`config.mk`:
```
export PLATFORM = sky130hd
export DESIGN_NAME = avr_gpio_port
export DESIGN_NICKNAME = d
export VERILOG_FILES = /design/src/rtl/avr_io_pkg.sv /design/src/rtl/avr_sync2.sv /design/src/rtl/avr_gpio_port.sv
export SDC_FILE = /design/constraint.sdc
export NUM_CORES = 1
export LEC_CHECK = 0
export ABC_CLOCK_PERIOD_IN_PS = 2250
export CORE_MARGIN = 2
export CORE_UTILIZATION = 40
export DETAILED_ROUTE_END_ITERATION = 10
export GPL_ROUTABILITY_DRIVEN = 0
export PLACE_DENSITY_LB_ADDON = 0.05
export SLEW_MARGIN = 10
export SYNTH_ARGS = -nofsm -noshare
export SYNTH_HDL_FRONTEND = slang
export SYNTH_HIERARCHICAL = 1
export SYNTH_SLANG_ARGS = --single-unit
```
`constraint.sdc`:
```
create_clock -name clk -period 2.25 [get_ports clk]
set_input_delay 0.3375 -clock clk [delete_from_list [all_inputs] [get_ports clk]]
set_output_delay 0.3375 -clock clk [all_outputs]
set_load 0.01 [all_outputs]
```
`src/rtl/avr_io_pkg.sv`:
```
// Register map shared by the GPIO port and the chip-level wrappers that
// instantiate one port per letter.
package avr_io_pkg;

  localparam logic [2:0] IO_PIN   = 3'd0;
  localparam logic [2:0] IO_DDR   = 3'd1;
  localparam logic [2:0] IO_PORT  = 3'd2;
  localparam logic [2:0] IO_PCMSK = 3'd3;
  localparam logic [2:0] IO_PCIF  = 3'd4;

  function automatic logic io_is_mapped(input logic [2:0] a);
    return (a <= IO_PCIF);
  endfunction

endpackage

```
`src/rtl/avr_sync2.sv`:
```
// Two-flop synchronizer for asynchronous pad levels; q_o is the second stage.
module avr_sync2 #(
  parameter int WIDTH = 8
) (
  input  logic             clk,
  input  logic             rst,
  input  logic [WIDTH-1:0] d_i,
  output logic [WIDTH-1:0] q_o
);

  logic [WIDTH-1:0] s1_q;
  logic [WIDTH-1:0] s2_q;

  always_ff @(posedge clk) begin
    if (rst) begin
      s1_q <= '0;
      s2_q <= '0;
    end else begin
      s1_q <= d_i;
      s2_q <= s1_q;
    end
  end

  assign q_o = s2_q;

endmodule

```
`src/rtl/avr_gpio_port.sv`:
```
// AVR-style GPIO port: PIN/DDR/PORT registers, pull-up control and a
// pin-change interrupt flag with a per-bit mask.
module avr_gpio_port
  import avr_io_pkg::*;
#(
  parameter int               WIDTH     = 8,
  parameter logic [WIDTH-1:0] PIN_MASK  = {WIDTH{1'b1}},
  parameter logic [WIDTH-1:0] RESET_DDR = '0
) (
  input  logic             clk,
  input  logic             rst,
  input  logic [2:0]       addr,
  input  logic             wr_en,
  input  logic             rd_en,
  input  logic [WIDTH-1:0] wdata,
  output logic [WIDTH-1:0] rdata,
  input  logic             pud,
  input  logic [WIDTH-1:0] pad_in,
  output logic [WIDTH-1:0] pad_out,
  output logic [WIDTH-1:0] pad_oe,
  output logic [WIDTH-1:0] pad_pullup,
  output logic             pcint_irq
);

  logic [WIDTH-1:0] sync_pin;
  logic [WIDTH-1:0] pin;
  logic [WIDTH-1:0] ddr_q, ddr_d;
  logic [WIDTH-1:0] port_q, port_d;
  logic [WIDTH-1:0] pcmsk_q, pcmsk_d;
  logic [WIDTH-1:0] prev_q;
  logic             prev_vld_q;
  logic             pcif_q, pcif_d;
  logic             pcif_clr;
  logic             pc_hit;
  logic [WIDTH-1:0] rdata_q, rdata_d;

  avr_sync2 #(.WIDTH(WIDTH)) u_sync (
    .clk (clk),
    .rst (rst),
    .d_i (pad_in),
    .q_o (sync_pin)
  );

  assign pin = sync_pin & PIN_MASK;

  // prev_vld_q keeps the compare off until prev_q has been loaded once after reset.
  assign pc_hit = prev_vld_q & (|((pin ^ prev_q) & pcmsk_q & PIN_MASK));

  always_comb begin
    ddr_d    = ddr_q;
    port_d   = port_q;
    pcmsk_d  = pcmsk_q;
    pcif_clr = 1'b0;
    if (wr_en) begin
      case (addr)
        IO_PIN:   port_d   = (port_q ^ wdata) & PIN_MASK;
        IO_DDR:   ddr_d    = wdata & PIN_MASK;
        IO_PORT:  port_d   = wdata & PIN_MASK;
        IO_PCMSK: pcmsk_d  = wdata & PIN_MASK;
        IO_PCIF:  pcif_clr = wdata[0];
        default:  ;
      endcase
    end
    // A detection in the same cycle as a clear leaves the flag set.
    if (pc_hit)        pcif_d = 1'b1;
    else if (pcif_clr) pcif_d = 1'b0;
    else               pcif_d = pcif_q;
  end

  // Read mux samples the registers before any same-cycle write lands.
  always_comb begin
    rdata_d = rdata_q;
    if (rd_en) begin
      rdata_d = '0;
      case (addr)
        IO_PIN:   rdata_d    = pin;
        IO_DDR:   rdata_d    = ddr_q;
        IO_PORT:  rdata_d    = port_q;
        IO_PCMSK: rdata_d    = pcmsk_q;
        IO_PCIF:  rdata_d[0] = pcif_q;
        default:  rdata_d    = '0;
      endcase
    end
  end

  always_ff @(posedge clk) begin
    if (rst) begin
      ddr_q      <= RESET_DDR & PIN_MASK;
      port_q     <= '0;
      pcmsk_q    <= '0;
      pcif_q     <= 1'b0;
      prev_q     <= '0;
      prev_vld_q <= 1'b0;
      rdata_q    <= '0;
    end else begin
      ddr_q      <= ddr_d;
      port_q     <= port_d;
      pcmsk_q    <= pcmsk_d;
      pcif_q     <= pcif_d;
      prev_q     <= pin;
      prev_vld_q <= 1'b1;
      rdata_q    <= rdata_d;
    end
  end

  assign rdata      = rdata_q;
  assign pad_out    = port_q;
  assign pad_oe     = ddr_q;
  assign pad_pullup = ~ddr_q & port_q & {WIDTH{~pud}} & PIN_MASK;
  assign pcint_irq  = pcif_q;

endmodule

```
==> summary.md <==
| Metric | Value |
|---|---|
| Status | finished, final reports clean |
| Routed len/inst | 15.0 µm |
| Residual DRC | 0 |
| Crit-path max FO | 8 |
| Yosys top cell area share | between 40% and 50% |
| # diodes | 0 |
| Synth Area per Inst | between 9 and 10 µm² |
| Synth area leaders | dfxtp_1 48%, mux4_2 6.5%, nand2_1 6.5% |
| Family with the most delay on the worst path | buffers and inverters |
| Sink Count | 58 |
| Sw Pwr | roughly 540 µW |
| Filler instances | 577 |
| CP Capture Type | primary output |
| Most instantiated library cell after synthesis | dfxtp_1 |
| Fraction of registers with async set/reset | 0% |
| Worst-path clk slew | 60 ps |
| M2 GR Usage | about a third |
| Largest net degree at the start of global routing | 30 |
| Critical-path top delay cell | clkdlybuf4s50_1 |
| Yosys reg bits | between 50 and 60 |
| Worst path most repeated cell | clkdlybuf4s50_1 |
| Sequential share of the synthesized area | 48.0% |
| CTS tree | yes |
| Drt pass-1 iters | 4 |
| Cts bufs inserted | 9 |
| Post-CTS sizing | 0 |
| Worst setup margin | about 120 ps |
| Commonest cells post-synth | 58 x dfxtp_1, 42 x nand2_1, 24 x a21oi_1 |
| Initial antenna violation count | 0 |
| IO Port Bufs | 56 |
| Root Buffer | clkbuf_8 |
| Die width | approximately 80 µm |
| Most used DFF post-synth | dfxtp_1 |
| Iteration-0 DRC Markers | between 70 and 80 |
| Remaining global-route overflow | 0 |
| Fmax | 469 MHz |
| Vias per inst | 5.14 |
| Routed Antenna Nets | 0 |
| Critical Path Max Stage Delay | approximately 610 ps |
| RSZ-0062 raised after global routing | false |
| CP Launch Type | input port |
| Placed cell count | 379 |
| Initial Util | 41.1% |
| GRT met3 Usage | under 10% |
| Worst Path Required | ~1900 ps |
| Sw Ratio | 23.1% |
| Hold buffers post-CTS | 0 |
| H-tree Lvls | 3 |
| Fin. Hold Viols | 0 |
| Final Power | 2.34 mW |
| Die area | 6680 µm² |
| Setup tns final | 0 ps |
| Part of the power in combinational logic | between 10% and 20% |
| Final setup vio count | 0 |
| First-pass GRT wire length | a little over 9000 µm |
| Layout net count | between 300 and 400 |
| DP Worst Slack | ~100 ps |
| Synth cell types | 28 |
| Rel. slew slack | ~61% |
| Met1 usage | about 23% |
| WP data arrival | 1790 ps |
| Yosys Warn Count | 6 |
| Fin cells | ~390 |
| GR peak layer | met2 |
| DP Wirelength | about 4200 µm |
| Slew Viols, Final | 0 |
| Syn-to-layout area delta | 35.1% |
| Later-pin clock latency in the skew report | between 300 and 400 ps |
| Die Height | ~82 µm |
| Via count | between 2k and 2.5k |
| P_int | 1.80 mW |
| Boundary Pins | 57 |
| All-layer global routing usage | between 10% and 20% |
| Yosys top cell by area | dfxtp_1 |
| Clock tree buffer depth | 2 |
| Period utilisation layout | 94.7% |
| Register Area | between 1000 and 1500 µm² |
| Sequential power share | between 40% and 50% |
| Vias in the first global route | roughly 1.9k |
| Critical-path cell list | clkdlybuf4s50_1 > nor3b_1 > clkdlybuf4s50_1 |
| Clock power share | 43.6% |
| Core area | between 5000 and 6000 µm² |
| Worst path bufs/invs | 2 |
| Share of cells above drive strength 1 | 15.0% |
| Crit path time final | approximately 2100 ps |
| Hold Path Class | flip-flop to flip-flop |
| Post-place instance area | between 3000 and 4000 µm² |
| Routed Wire Length | 5910 µm |
| MaxCap Viol Count | 0 |
| Power Density | roughly 720 nW/µm² |
| Clock skew | between 4 and 5 ps |
| Row cnt | 28 |
| Crit Path Class | input port to primary output |
| Cell count after synthesis | ~260 |
| Post-CTS Setup Inserts | 0 |
| Multi-input logic area | 1160 µm² |
| Reg2Reg Setup Slack | between 900 and 1000 ps |
| Leak | ~1.2 nW |
| Number of synthesized flops with an enable pin | 0 |
| Area of the mapped netlist | about 2400 µm² |
| Syn_nets | 280 |
| Finished Cell Area | 3270 µm² |
| Peak VDD IR | 0.000360 V |
| Worst Tran Pin Value | 590 ps |
[cell families (layout without fill, tap and decap cells)]
group	after synthesis	count (layout)	share of synthesized area, %
AND/OR/NAND/NOR	107	107	24.2
flip-flops	58	58	48.0
multiplexers	9	9	7.35
XOR/XNOR	8	8	2.90
buffers and inverters	17	80	3.78
AO/OA/AOI/OAI	57	57	13.8
[path summary, 6_finish.rpt]
path / start / endpoint / cells after the start
worst min register to register: u_sync/s1_q[4]$_SDFF_PP0_ / u_sync/q_o[4]$_SDFF_PP0_ / 1
worst min-delay path: u_sync/s1_q[4]$_SDFF_PP0_ / u_sync/q_o[4]$_SDFF_PP0_ / 1
worst max register to register: u_sync/q_o[5]$_SDFF_PP0_ / pcint_irq$_SDFFE_PP0P_ / 4
worst max-delay path: pud / pad_pullup[0] / 3
[registers in the layout (all words and copies together) (netlist names)]
name / cells
prev_vld_q: 1
pcint_irq: 1
u_sync/s1_q: 8
pad_out: 8
rdata: 8
prev_q: 8
u_sync/q_o: 8
pad_oe: 8
pcmsk_q: 8
[layout make-up]
class	instances	area share, %
flip-flops and latches	58	35.5
clock inverters	6	2.53
multi-input cells	181	35.7
clock buffers	9	3.79
repair buffers	63	19.4
well taps	75	2.87
inverters	2	0.230
[stage by stage]
stage | hold WS (ps) | util, %
floorplan | 409 | -
global placement | 424 | 52.0
detailed placement | 428 | 52.0
CTS | 443 | 55.5
global route | 454 | 55.5
finish | 437 | 55.5
[metal layers]
layer,share of wire [%],routed length [µm]
met1,43,2540
met2,49,2920
met3,5.2,309
met4,2.5,145
met5,0,0
[power groups by stage]
| stage | combinational (mW) | sequential [mW] | clock (mW) |
|---|---|---|---|
| 4_1_cts | 0.235 | 1.09 | 1.05 |
| 3_3_place_gp | 0.232 | 1.11 | 0 |
| 3_5_place_dp | 0.234 | 1.11 | 0 |
| 2_1_floorplan | 0.116 | 1.11 | 0 |
| 5_1_grt | 0.253 | 1.09 | 1.09 |
| 6_report | 0.233 | 1.09 | 1.02 |
[placed cells by master (no fill, tap or decap), types with 8 or more instances in the layout]
| master | instances |
|---|---|
| clkdlybuf4s50_1 | 55 |
| clkbuf_8 | 9 |
| o21ai_1 | 18 |
| a21oi_1 | 24 |
| nor3b_1 | 8 |
| dfxtp_1 | 58 |
| nor2_1 | 17 |
| a22oi_1 | 8 |
| xor2_1 | 8 |
| nor2b_1 | 19 |
| nand2_1 | 42 |
No activity file was read; power rests on OpenSTA's default activity.
